==> config.mk <==
export PLATFORM = sky130hd
export DESIGN_NAME = axi_master_burst_ctrl_flat
export DESIGN_NICKNAME = d
export VERILOG_FILES = /design/src/rtl/axi_master_burst_ctrl_pkg.sv /design/src/rtl/axi_master_burst_ctrl_if.sv /design/src/rtl/axi_master_burst_ctrl.sv /design/src/flat_wrapper.sv
export SDC_FILE = /design/constraint.sdc
export NUM_CORES = 1
export LEC_CHECK = 0
export CORE_MARGIN = 5
export CORE_UTILIZATION = 30
export CTS_BUF_LIST = sky130_fd_sc_hd__clkbuf_8
export DETAILED_ROUTE_END_ITERATION = 7
export PLACE_DENSITY = 0.79
export SLEW_MARGIN = 20
export SYNTH_ARGS = -nofsm -noshare
export SYNTH_HDL_FRONTEND = slang
export SYNTH_SLANG_ARGS = --single-unit
==> constraint.sdc <==
create_clock -name clk -period 3.4 [get_ports clk]
set_input_delay 1.02 -clock clk [delete_from_list [all_inputs] [get_ports clk]]
set_output_delay 1.02 -clock clk [all_outputs]
set_load 0.005 [all_outputs]
==> src/rtl/axi_master_burst_ctrl_pkg.sv <==
// Shared AXI lab definitions: FSM state codes, response and burst encodings, bus widths.
package axi_lab_pkg;

  localparam int ID_W   = 2;
  localparam int ADDR_W = 32;
  localparam int DATA_W = 32;
  localparam int LEN_W  = 8;
  localparam int STRB_W = DATA_W / 8;
  localparam int RESP_W = 2;

  localparam logic [2:0] ST_IDLE    = 3'd0;
  localparam logic [2:0] ST_WR_ADDR = 3'd1;
  localparam logic [2:0] ST_WR_DATA = 3'd2;
  localparam logic [2:0] ST_WR_RESP = 3'd3;
  localparam logic [2:0] ST_RD_ADDR = 3'd4;
  localparam logic [2:0] ST_RD_DATA = 3'd5;
  localparam logic [2:0] ST_DONE    = 3'd6;

  localparam logic [RESP_W-1:0] RESP_OKAY   = 2'b00;
  localparam logic [RESP_W-1:0] RESP_EXOKAY = 2'b01;
  localparam logic [RESP_W-1:0] RESP_SLVERR = 2'b10;
  localparam logic [RESP_W-1:0] RESP_DECERR = 2'b11;

  localparam logic [1:0] BURST_FIXED = 2'b00;
  localparam logic [1:0] BURST_INCR  = 2'b01;

  // Response severity follows the numeric encoding, so "worst" is a plain max.
  function automatic logic [RESP_W-1:0] resp_max(input logic [RESP_W-1:0] a,
                                                 input logic [RESP_W-1:0] b);
    return (a > b) ? a : b;
  endfunction

endpackage

==> src/rtl/axi_master_burst_ctrl_if.sv <==
// Full MASTER_* AXI4 port of the lab interconnect; master drives address/write data, slave drives responses.
interface axi_master_burst_ctrl_if;
  import axi_lab_pkg::*;

  logic              master_clk;
  logic              master_rstn;

  logic [ID_W-1:0]   wr_addr_id;
  logic [ADDR_W-1:0] wr_addr;
  logic [LEN_W-1:0]  wr_addr_len;
  logic [1:0]        wr_addr_burst;
  logic              wr_addr_valid;
  logic              wr_addr_ready;

  logic [DATA_W-1:0] wr_data;
  logic [STRB_W-1:0] wr_data_strb;
  logic              wr_data_last;
  logic              wr_data_valid;
  logic              wr_data_ready;

  logic [ID_W-1:0]   wr_back_id;
  logic [RESP_W-1:0] wr_back_resp;
  logic              wr_back_valid;
  logic              wr_back_ready;

  logic [ID_W-1:0]   rd_addr_id;
  logic [ADDR_W-1:0] rd_addr;
  logic [LEN_W-1:0]  rd_addr_len;
  logic [1:0]        rd_addr_burst;
  logic              rd_addr_valid;
  logic              rd_addr_ready;

  logic [ID_W-1:0]   rd_data_id;
  logic [DATA_W-1:0] rd_data;
  logic [RESP_W-1:0] rd_data_resp;
  logic              rd_data_last;
  logic              rd_data_valid;
  logic              rd_data_ready;

  modport master (
    output master_clk, master_rstn,
    output wr_addr_id, wr_addr, wr_addr_len, wr_addr_burst, wr_addr_valid,
    input  wr_addr_ready,
    output wr_data, wr_data_strb, wr_data_last, wr_data_valid,
    input  wr_data_ready,
    input  wr_back_id, wr_back_resp, wr_back_valid,
    output wr_back_ready,
    output rd_addr_id, rd_addr, rd_addr_len, rd_addr_burst, rd_addr_valid,
    input  rd_addr_ready,
    input  rd_data_id, rd_data, rd_data_resp, rd_data_last, rd_data_valid,
    output rd_data_ready
  );

  modport slave (
    input  master_clk, master_rstn,
    input  wr_addr_id, wr_addr, wr_addr_len, wr_addr_burst, wr_addr_valid,
    output wr_addr_ready,
    input  wr_data, wr_data_strb, wr_data_last, wr_data_valid,
    output wr_data_ready,
    output wr_back_id, wr_back_resp, wr_back_valid,
    input  wr_back_ready,
    input  rd_addr_id, rd_addr, rd_addr_len, rd_addr_burst, rd_addr_valid,
    output rd_addr_ready,
    output rd_data_id, rd_data, rd_data_resp, rd_data_last, rd_data_valid,
    input  rd_data_ready
  );

endinterface

==> src/rtl/axi_master_burst_ctrl.sv <==
// One-at-a-time AXI4 burst master: address, then data (pass-through stream), then response; one done pulse per command.
// Minimum write latency cmd->done is 4 cycles; all stalls come from slave READY/VALID or the local streams.
module axi_master_burst_ctrl
  import axi_lab_pkg::*;
#(
  parameter logic [ID_W-1:0] ID    = 2'b00,
  parameter logic [1:0]      BURST = BURST_INCR
) (
  input  logic                clk,
  input  logic                rst,
  input  logic                i_cmd_valid,
  output logic                o_cmd_ready,
  input  logic                i_cmd_write,
  input  logic [ADDR_W-1:0]   i_cmd_addr,
  input  logic [LEN_W-1:0]    i_cmd_len,
  input  logic [DATA_W-1:0]   i_wr_data,
  input  logic [STRB_W-1:0]   i_wr_strb,
  input  logic                i_wr_valid,
  output logic                o_wr_ready,
  output logic [DATA_W-1:0]   o_rd_data,
  output logic                o_rd_last,
  output logic                o_rd_valid,
  input  logic                i_rd_ready,
  output logic                o_done_valid,
  output logic [RESP_W-1:0]   o_done_resp,
  output logic                o_busy,
  axi_master_burst_ctrl_if.master m
);

  logic [2:0]        r_state;
  logic [ADDR_W-1:0] r_addr;
  logic [LEN_W-1:0]  r_len;
  logic              r_addr_valid;
  logic [LEN_W-1:0]  r_beat;
  logic [RESP_W-1:0] r_acc;

  logic              w_wr_last;
  logic              w_wr_hs;
  logic              w_rd_hs;
  logic [RESP_W-1:0] w_b_resp;
  logic [RESP_W-1:0] w_rd_resp;

  assign w_wr_last = (r_beat == r_len);
  assign w_wr_hs   = (r_state == ST_WR_DATA) && i_wr_valid && m.wr_data_ready;
  assign w_rd_hs   = (r_state == ST_RD_DATA) && m.rd_data_valid && i_rd_ready;
  assign w_b_resp  = resp_max(m.wr_back_resp,
                              (m.wr_back_id != ID) ? RESP_SLVERR : RESP_OKAY);
  // A misplaced RLAST or a foreign ID is reported as at least SLVERR.
  assign w_rd_resp = resp_max(m.rd_data_resp,
                              ((m.rd_data_id != ID) || (m.rd_data_last && (r_beat != r_len)))
                              ? RESP_SLVERR : RESP_OKAY);

  always_ff @(posedge clk) begin
    if (rst) begin
      r_state      <= ST_IDLE;
      r_addr       <= '0;
      r_len        <= '0;
      r_addr_valid <= 1'b0;
      r_beat       <= '0;
      r_acc        <= RESP_OKAY;
    end else begin
      case (r_state)
        ST_IDLE: if (i_cmd_valid) begin
          r_addr       <= i_cmd_addr;
          r_len        <= i_cmd_len;
          r_beat       <= '0;
          r_acc        <= RESP_OKAY;
          r_addr_valid <= 1'b1;
          r_state      <= i_cmd_write ? ST_WR_ADDR : ST_RD_ADDR;
        end
        ST_WR_ADDR: if (m.wr_addr_ready) begin
          r_addr_valid <= 1'b0;
          r_state      <= ST_WR_DATA;
        end
        ST_RD_ADDR: if (m.rd_addr_ready) begin
          r_addr_valid <= 1'b0;
          r_state      <= ST_RD_DATA;
        end
        ST_WR_DATA: if (w_wr_hs) begin
          if (w_wr_last) r_state <= ST_WR_RESP;
          else           r_beat  <= r_beat + 8'd1;
        end
        ST_WR_RESP: if (m.wr_back_valid) begin
          r_acc   <= resp_max(r_acc, w_b_resp);
          r_state <= ST_DONE;
        end
        ST_RD_DATA: if (w_rd_hs) begin
          r_acc <= resp_max(r_acc, w_rd_resp);
          // Overlong bursts keep draining; the counter parks at 255 instead of wrapping.
          if (r_beat != 8'hFF) r_beat <= r_beat + 8'd1;
          if (m.rd_data_last)  r_state <= ST_DONE;
        end
        ST_DONE: r_state <= ST_IDLE;
        default: r_state <= ST_IDLE;
      endcase
    end
  end

  assign m.master_clk    = clk;
  assign m.master_rstn   = ~rst;

  assign m.wr_addr_id    = ID;
  assign m.wr_addr       = r_addr;
  assign m.wr_addr_len   = r_len;
  assign m.wr_addr_burst = BURST;
  assign m.wr_addr_valid = r_addr_valid && (r_state == ST_WR_ADDR);

  assign m.rd_addr_id    = ID;
  assign m.rd_addr       = r_addr;
  assign m.rd_addr_len   = r_len;
  assign m.rd_addr_burst = BURST;
  assign m.rd_addr_valid = r_addr_valid && (r_state == ST_RD_ADDR);

  assign m.wr_data       = i_wr_data;
  assign m.wr_data_strb  = i_wr_strb;
  assign m.wr_data_last  = (r_state == ST_WR_DATA) && w_wr_last;
  assign m.wr_data_valid = (r_state == ST_WR_DATA) && i_wr_valid;
  assign o_wr_ready      = (r_state == ST_WR_DATA) && m.wr_data_ready;

  assign m.wr_back_ready = (r_state == ST_WR_RESP);

  assign o_rd_data       = m.rd_data;
  assign o_rd_last       = m.rd_data_last;
  assign o_rd_valid      = (r_state == ST_RD_DATA) && m.rd_data_valid;
  assign m.rd_data_ready = (r_state == ST_RD_DATA) && i_rd_ready;

  assign o_cmd_ready     = (r_state == ST_IDLE);
  assign o_busy          = (r_state != ST_IDLE);
  assign o_done_valid    = (r_state == ST_DONE);
  assign o_done_resp     = (r_state == ST_DONE) ? r_acc : RESP_OKAY;

endmodule

==> src/flat_wrapper.sv <==
// flat-port wrapper written by rule: the top's interface ports become plain ports
module axi_master_burst_ctrl_flat import axi_lab_pkg::*;
#(
  parameter logic [ID_W-1:0] ID    = 2'b00,
  parameter logic [1:0]      BURST = BURST_INCR
)
  (clk, rst, i_cmd_valid, o_cmd_ready, i_cmd_write, i_cmd_addr, i_cmd_len, i_wr_data, i_wr_strb, i_wr_valid, o_wr_ready, o_rd_data, o_rd_last, o_rd_valid, i_rd_ready, o_done_valid, o_done_resp, o_busy, m_master_clk, m_master_rstn, m_wr_addr_id, m_wr_addr, m_wr_addr_len, m_wr_addr_burst, m_wr_addr_valid, m_wr_addr_ready, m_wr_data, m_wr_data_strb, m_wr_data_last, m_wr_data_valid, m_wr_data_ready, m_wr_back_id, m_wr_back_resp, m_wr_back_valid, m_wr_back_ready, m_rd_addr_id, m_rd_addr, m_rd_addr_len, m_rd_addr_burst, m_rd_addr_valid, m_rd_addr_ready, m_rd_data_id, m_rd_data, m_rd_data_resp, m_rd_data_last, m_rd_data_valid, m_rd_data_ready);
  axi_master_burst_ctrl_if m_i ();
  input  logic clk;
  input  logic rst;
  input  logic i_cmd_valid;
  output logic o_cmd_ready;
  input  logic i_cmd_write;
  input  logic [ADDR_W-1:0] i_cmd_addr;
  input  logic [LEN_W-1:0] i_cmd_len;
  input  logic [DATA_W-1:0] i_wr_data;
  input  logic [STRB_W-1:0] i_wr_strb;
  input  logic i_wr_valid;
  output logic o_wr_ready;
  output logic [DATA_W-1:0] o_rd_data;
  output logic o_rd_last;
  output logic o_rd_valid;
  input  logic i_rd_ready;
  output logic o_done_valid;
  output logic [RESP_W-1:0] o_done_resp;
  output logic o_busy;
  output wire logic [$bits(m_i.master_clk)-1:0] m_master_clk;
  output wire logic [$bits(m_i.master_rstn)-1:0] m_master_rstn;
  output wire logic [$bits(m_i.wr_addr_id)-1:0] m_wr_addr_id;
  output wire logic [$bits(m_i.wr_addr)-1:0] m_wr_addr;
  output wire logic [$bits(m_i.wr_addr_len)-1:0] m_wr_addr_len;
  output wire logic [$bits(m_i.wr_addr_burst)-1:0] m_wr_addr_burst;
  output wire logic [$bits(m_i.wr_addr_valid)-1:0] m_wr_addr_valid;
  input wire logic [$bits(m_i.wr_addr_ready)-1:0] m_wr_addr_ready;
  output wire logic [$bits(m_i.wr_data)-1:0] m_wr_data;
  output wire logic [$bits(m_i.wr_data_strb)-1:0] m_wr_data_strb;
  output wire logic [$bits(m_i.wr_data_last)-1:0] m_wr_data_last;
  output wire logic [$bits(m_i.wr_data_valid)-1:0] m_wr_data_valid;
  input wire logic [$bits(m_i.wr_data_ready)-1:0] m_wr_data_ready;
  input wire logic [$bits(m_i.wr_back_id)-1:0] m_wr_back_id;
  input wire logic [$bits(m_i.wr_back_resp)-1:0] m_wr_back_resp;
  input wire logic [$bits(m_i.wr_back_valid)-1:0] m_wr_back_valid;
  output wire logic [$bits(m_i.wr_back_ready)-1:0] m_wr_back_ready;
  output wire logic [$bits(m_i.rd_addr_id)-1:0] m_rd_addr_id;
  output wire logic [$bits(m_i.rd_addr)-1:0] m_rd_addr;
  output wire logic [$bits(m_i.rd_addr_len)-1:0] m_rd_addr_len;
  output wire logic [$bits(m_i.rd_addr_burst)-1:0] m_rd_addr_burst;
  output wire logic [$bits(m_i.rd_addr_valid)-1:0] m_rd_addr_valid;
  input wire logic [$bits(m_i.rd_addr_ready)-1:0] m_rd_addr_ready;
  input wire logic [$bits(m_i.rd_data_id)-1:0] m_rd_data_id;
  input wire logic [$bits(m_i.rd_data)-1:0] m_rd_data;
  input wire logic [$bits(m_i.rd_data_resp)-1:0] m_rd_data_resp;
  input wire logic [$bits(m_i.rd_data_last)-1:0] m_rd_data_last;
  input wire logic [$bits(m_i.rd_data_valid)-1:0] m_rd_data_valid;
  output wire logic [$bits(m_i.rd_data_ready)-1:0] m_rd_data_ready;
  assign m_master_clk = m_i.master_clk;
  assign m_master_rstn = m_i.master_rstn;
  assign m_wr_addr_id = m_i.wr_addr_id;
  assign m_wr_addr = m_i.wr_addr;
  assign m_wr_addr_len = m_i.wr_addr_len;
  assign m_wr_addr_burst = m_i.wr_addr_burst;
  assign m_wr_addr_valid = m_i.wr_addr_valid;
  assign m_i.wr_addr_ready = m_wr_addr_ready;
  assign m_wr_data = m_i.wr_data;
  assign m_wr_data_strb = m_i.wr_data_strb;
  assign m_wr_data_last = m_i.wr_data_last;
  assign m_wr_data_valid = m_i.wr_data_valid;
  assign m_i.wr_data_ready = m_wr_data_ready;
  assign m_i.wr_back_id = m_wr_back_id;
  assign m_i.wr_back_resp = m_wr_back_resp;
  assign m_i.wr_back_valid = m_wr_back_valid;
  assign m_wr_back_ready = m_i.wr_back_ready;
  assign m_rd_addr_id = m_i.rd_addr_id;
  assign m_rd_addr = m_i.rd_addr;
  assign m_rd_addr_len = m_i.rd_addr_len;
  assign m_rd_addr_burst = m_i.rd_addr_burst;
  assign m_rd_addr_valid = m_i.rd_addr_valid;
  assign m_i.rd_addr_ready = m_rd_addr_ready;
  assign m_i.rd_data_id = m_rd_data_id;
  assign m_i.rd_data = m_rd_data;
  assign m_i.rd_data_resp = m_rd_data_resp;
  assign m_i.rd_data_last = m_rd_data_last;
  assign m_i.rd_data_valid = m_rd_data_valid;
  assign m_rd_data_ready = m_i.rd_data_ready;
  axi_master_burst_ctrl #(.ID(ID), .BURST(BURST)) u_core (.clk(clk), .rst(rst), .i_cmd_valid(i_cmd_valid), .o_cmd_ready(o_cmd_ready), .i_cmd_write(i_cmd_write), .i_cmd_addr(i_cmd_addr), .i_cmd_len(i_cmd_len), .i_wr_data(i_wr_data), .i_wr_strb(i_wr_strb), .i_wr_valid(i_wr_valid), .o_wr_ready(o_wr_ready), .o_rd_data(o_rd_data), .o_rd_last(o_rd_last), .o_rd_valid(o_rd_valid), .i_rd_ready(i_rd_ready), .o_done_valid(o_done_valid), .o_done_resp(o_done_resp), .o_busy(o_busy), .m(m_i));
endmodule
### Word-level counts from Yosys, hierarchy flattened

Index checks and enable logic that the tools add are counted.

* $add $sub $neg: 1
* reductions and logical operators: 23
* muxes and demuxes: 31
* bitwise logic cells: 1
* eq/ne operators: 21
* order comparisons: 4

Operator list (count)
* 8-bit 2-to-1 mux: 5
* 3-bit 2-to-1 mux: 9
* 8-bit case mux with 3 select lines: 1
* 2-bit 2-to-1 mux: 10
* 2-bit != test (second input constant): 9
* 3-bit case mux with 6 select lines: 1
* 6-bit AND reduction: 2
* 3-bit nonzero test: 4
* 1-bit logical AND: 10
* 3-bit == test (second input constant): 3
* 8-bit by 1-bit adder with 8-bit output (second input constant): 1
* 8-bit == test: 1
* 2-bit > comparator: 4
* 8-bit != test: 1
* 8-bit != test (second input constant): 1
* 8-bit AND reduction: 1
* 3-bit by 2-bit == test with 1-bit output (second input constant): 2
* 2-bit by 1-bit != test with 1-bit output (second input constant): 3
* 2-bit case mux with 3 select lines: 1
* 4-bit AND reduction: 1
* 2-bit nonzero test: 2
* 3-bit by 1-bit == test with 1-bit output (second input constant): 1
* 3-bit zero test: 1
* 1-bit 2-to-1 mux: 3
* 4 further kinds: 4

* word-level logic and storage cells: 87
* input bits: 128
* flip-flop bits (word level): 54
* output and inout port bits: 172

### Logic depth before layout (Yosys ltp)

* depth in word-level cells: 10
* mapped depth: 13
* mapped depth without buffers: 13

==> results_dict.tcl <==
set metrics [dict create \
    status "completed" \
    clk_transition_reported_paths_ns 0.10 \
    post-place-cells 639 \
    clock_latency_ns 0.41 \
    setup-tns-final_ns 0 \
    worst_setup_path_end_kind "output pin" \
    syn-cell-area_mm2 0.003556 \
    total_number_of_placement_rows 39 \
    post_synth_most_frequent_cells "buf_4, nand2_1, dfxtp_1" \
    tightestPinTransition_ns 0.5684 \
    post_drt_wl_per_cell_um 16.06 \
    insertedDiodeCount 0 \
    arrival_time_at_the_worst_endpoint_ns 2.37 \
    setup.worst_path.class "clock port to output pin" \
    finalNetCount 644 \
    final_cells 653 \
    hold_buffers 0 \
    total_leakage_power_uw 0.001857 \
    yosys.area.top_type_share_pct 30.40 \
    areaGrowthSynthToFinish_pct 33.08 \
    cts_tree "yes" \
    cell_seen_most_often_among_critical_path_stages "clkbuf_8" \
    routed_wirelength_um 10490 \
    vdd_ir_drop_max_uv 455.5 \
    grt_start_max_net_pins 52 \
    globalplace.congestion 0.8389 \
    internal_power_uw 1966 \
    synth_cell_type_count 55 \
    drt_first_iter_violations 91 \
    grt_first_pass_wirelength_um 15910 \
    holdCritPathClass "register to register" \
    postSynthAreaPerCell_um2 7.781 \
    report.final.slew_viol_count 0 \
    floorplan.die.width_um 118.9 \
    power.clock.fraction_pct 21.6 \
    ys.warnings.count 0 \
    synth_enable_flop_cells 0 \
    route.vias.total 3074 \
    grt_overall_usage_pct 13.79 \
    final_layout_size_suffix_gt1_share_pct 11.37 \
    number_of_global_route_vias_before_repair 3077 \
    firstDrtPassIters 4 \
    gr-total-overflow 0 \
    cp-start-kind "clock port" \
    critical_path_peak_fanout 2 \
    worstPathRequired_ns 2.38 \
    hpwl_um 8098 \
    port-buffer-count 155 \
    crit_slowest_cell "clkdlybuf4s50_1" \
    max_cap_violations 0 \
    die_height_um 118.9 \
    grt_antenna_before_repair 0 \
    route.detailed.vias_per_inst 4.708 \
    clock_skew_ns 0.003843 \
    path_cells "clkbuf_8 > clkbuf_8 > clkdlybuf4s50_1" \
    synth-async-reset-ratio_pct 0 \
    ant_nets 0 \
    synthMostInstantiatedCell "buf_4" \
    pin_count 300 \
    switching_share_pct 34.45 \
    start_util_pct 30.88 \
    power.combinational.fraction_pct 48.3 \
    hold_violations 0 \
    r2r_setup_slack_ns 0.13 \
    drt_drc_violations_left 0 \
    max_stage_delay_ns 0.44 \
    synth_top_flop_cell "dfxtp_1" \
    ys_ff_latch 54 \
    power-per-cell-area_mw_per_mm2 633.7 \
    synthTopCellsByArea "dfxtp_1, buf_4, nand2_1" \
    relative_contribution_of_sequential_cells_to_total_power_pct 30.1 \
    floorplan.die_area_mm2 0.01413 \
    relSlewSlack_pct 62.10 \
    switchingPower_uw 1033 \
    synth_top_cell_by_area "dfxtp_1" \
    report.final.setup_viol 0 \
    core_region_area_mm2 0.01152 \
    yosysSeqAreaShare_pct 30.40 \
    synthesized_instance_count 457 \
]
-- power by group through the flow --
stage               clock network, uW  registers (uW)  logic [uW]
global route                      690             927        1580
CTS                               670             905        1420
global placement                 24.8             910        1370
detailed placement               24.8             920        1410
finish                            646             904        1450
floorplan                        19.1             883         853
-- area by class of cell --
cell class / instances / area, um^2
Clock buffer: 10 / 133.9
Inverter: 7 / 31.28
Sequential cell: 54 / 1092
Timing Repair Buffer: 175 / 1697
Tap cell: 143 / 178.9
Clock inverter: 2 / 60.06
Fill cell: 1168 / 6784
Multi-Input combinational cell: 262 / 1539
-- registers in the layout (all words and copies together) (netlist names) --
signal and count:
u_core.r_beat 8, u_core.r_acc 2, u_core.r_addr_valid 1, u_core.m.rd_addr 32, u_core.r_state 3, u_core.m.rd_addr_len 8
-- cells by family (layout without fill, tap and decap cells) --
kind of cell	after synthesis	after routing	synth area share (%)
DFF	54	54	30.40
other	2	8	0.2112
AOI/OAI and AO/OA	80	80	14.04
muxes	8	8	2.322
xor gates and xnor gates	8	8	1.971
and+or+nand+nor	151	151	20.02
buffers and inverters	147	194	28.57
adders and majority gates	7	7	2.463
-- placed cells by master (no fill, tap or decap), types with 6 or more instances in the layout --
cell type / netlist / final
or3_1: 6 / 6
inv_1: 6 / 6
conb_1: 2 / 8
clkdlybuf4s50_1: 0 / 153
ha_1: 7 / 6
o21ai_0: 6 / 6
dfxtp_1: 54 / 47
buf_4: 119 / 21
and2_1: 6 / 6
xor2_1: 8 / 8
nand2_1: 99 / 98
clkbuf_8: 0 / 9
dfxtp_2: 0 / 6
a21oi_1: 47 / 47
-- routing by layer --
metal	vias to the layer above	routed length (um)	GRT usage (%)
li1	1495	-	-
met2	108	5388	24.69
met4	0	381	6.951
met5	-	0	0
met1	1436	4089	15.00
met3	35	625	3.649
-- stage by stage --
| stage | hold WS, ns | instance area [um^2] | power (uW) | worst slack (ns) | util, % |
|---|---|---|---|---|---|
| after floorplan | 0.4614 | 3578 | 1755 | 0.04286 | - |
| after global placement | 0.4579 | 4458 | 2307 | -0.3582 | 38.71 |
| after detailed placement | 0.4676 | 4458 | 2350 | -0.5065 | 38.71 |
| after CTS | 0.4820 | 4659 | 3000 | 0.006055 | 40.46 |
| after global routing | 0.5034 | 4732 | 3192 | -0.006569 | 41.09 |
| final | 0.4766 | 4732 | 2999 | 0.01294 | 41.09 |
-- worst max-delay path, delay by kind of cell --
kind                   cells  cell delay, ns
buffers and inverters      3            0.67
-- worst paths after layout --
kind                                          start                                 to  cells after the start
setup / recovery                                clk                       m_master_clk                      3
hold / removal    u_core.m.rd_addr[17]$_SDFFE_PP0P_  u_core.m.rd_addr[17]$_SDFFE_PP0P_                      2
setup reg to reg      u_core.r_beat[7]$_SDFFE_PP0P_       u_core.r_acc[0]$_SDFFE_PP0P_                     14
hold reg to reg   u_core.m.rd_addr[17]$_SDFFE_PP0P_  u_core.m.rd_addr[17]$_SDFFE_PP0P_                      2
-- what timing repair did --
action / 4_1_cts / 5_1_grt
setup endpoints to repair: 3 / 3
endpoints found under the hold margin: 0 / 0
gates resized for setup: 3 / 18
pin swaps: 3 / 7
buffers inserted: 1 / 2
Note: power is estimated with default switching activity, not from simulation.
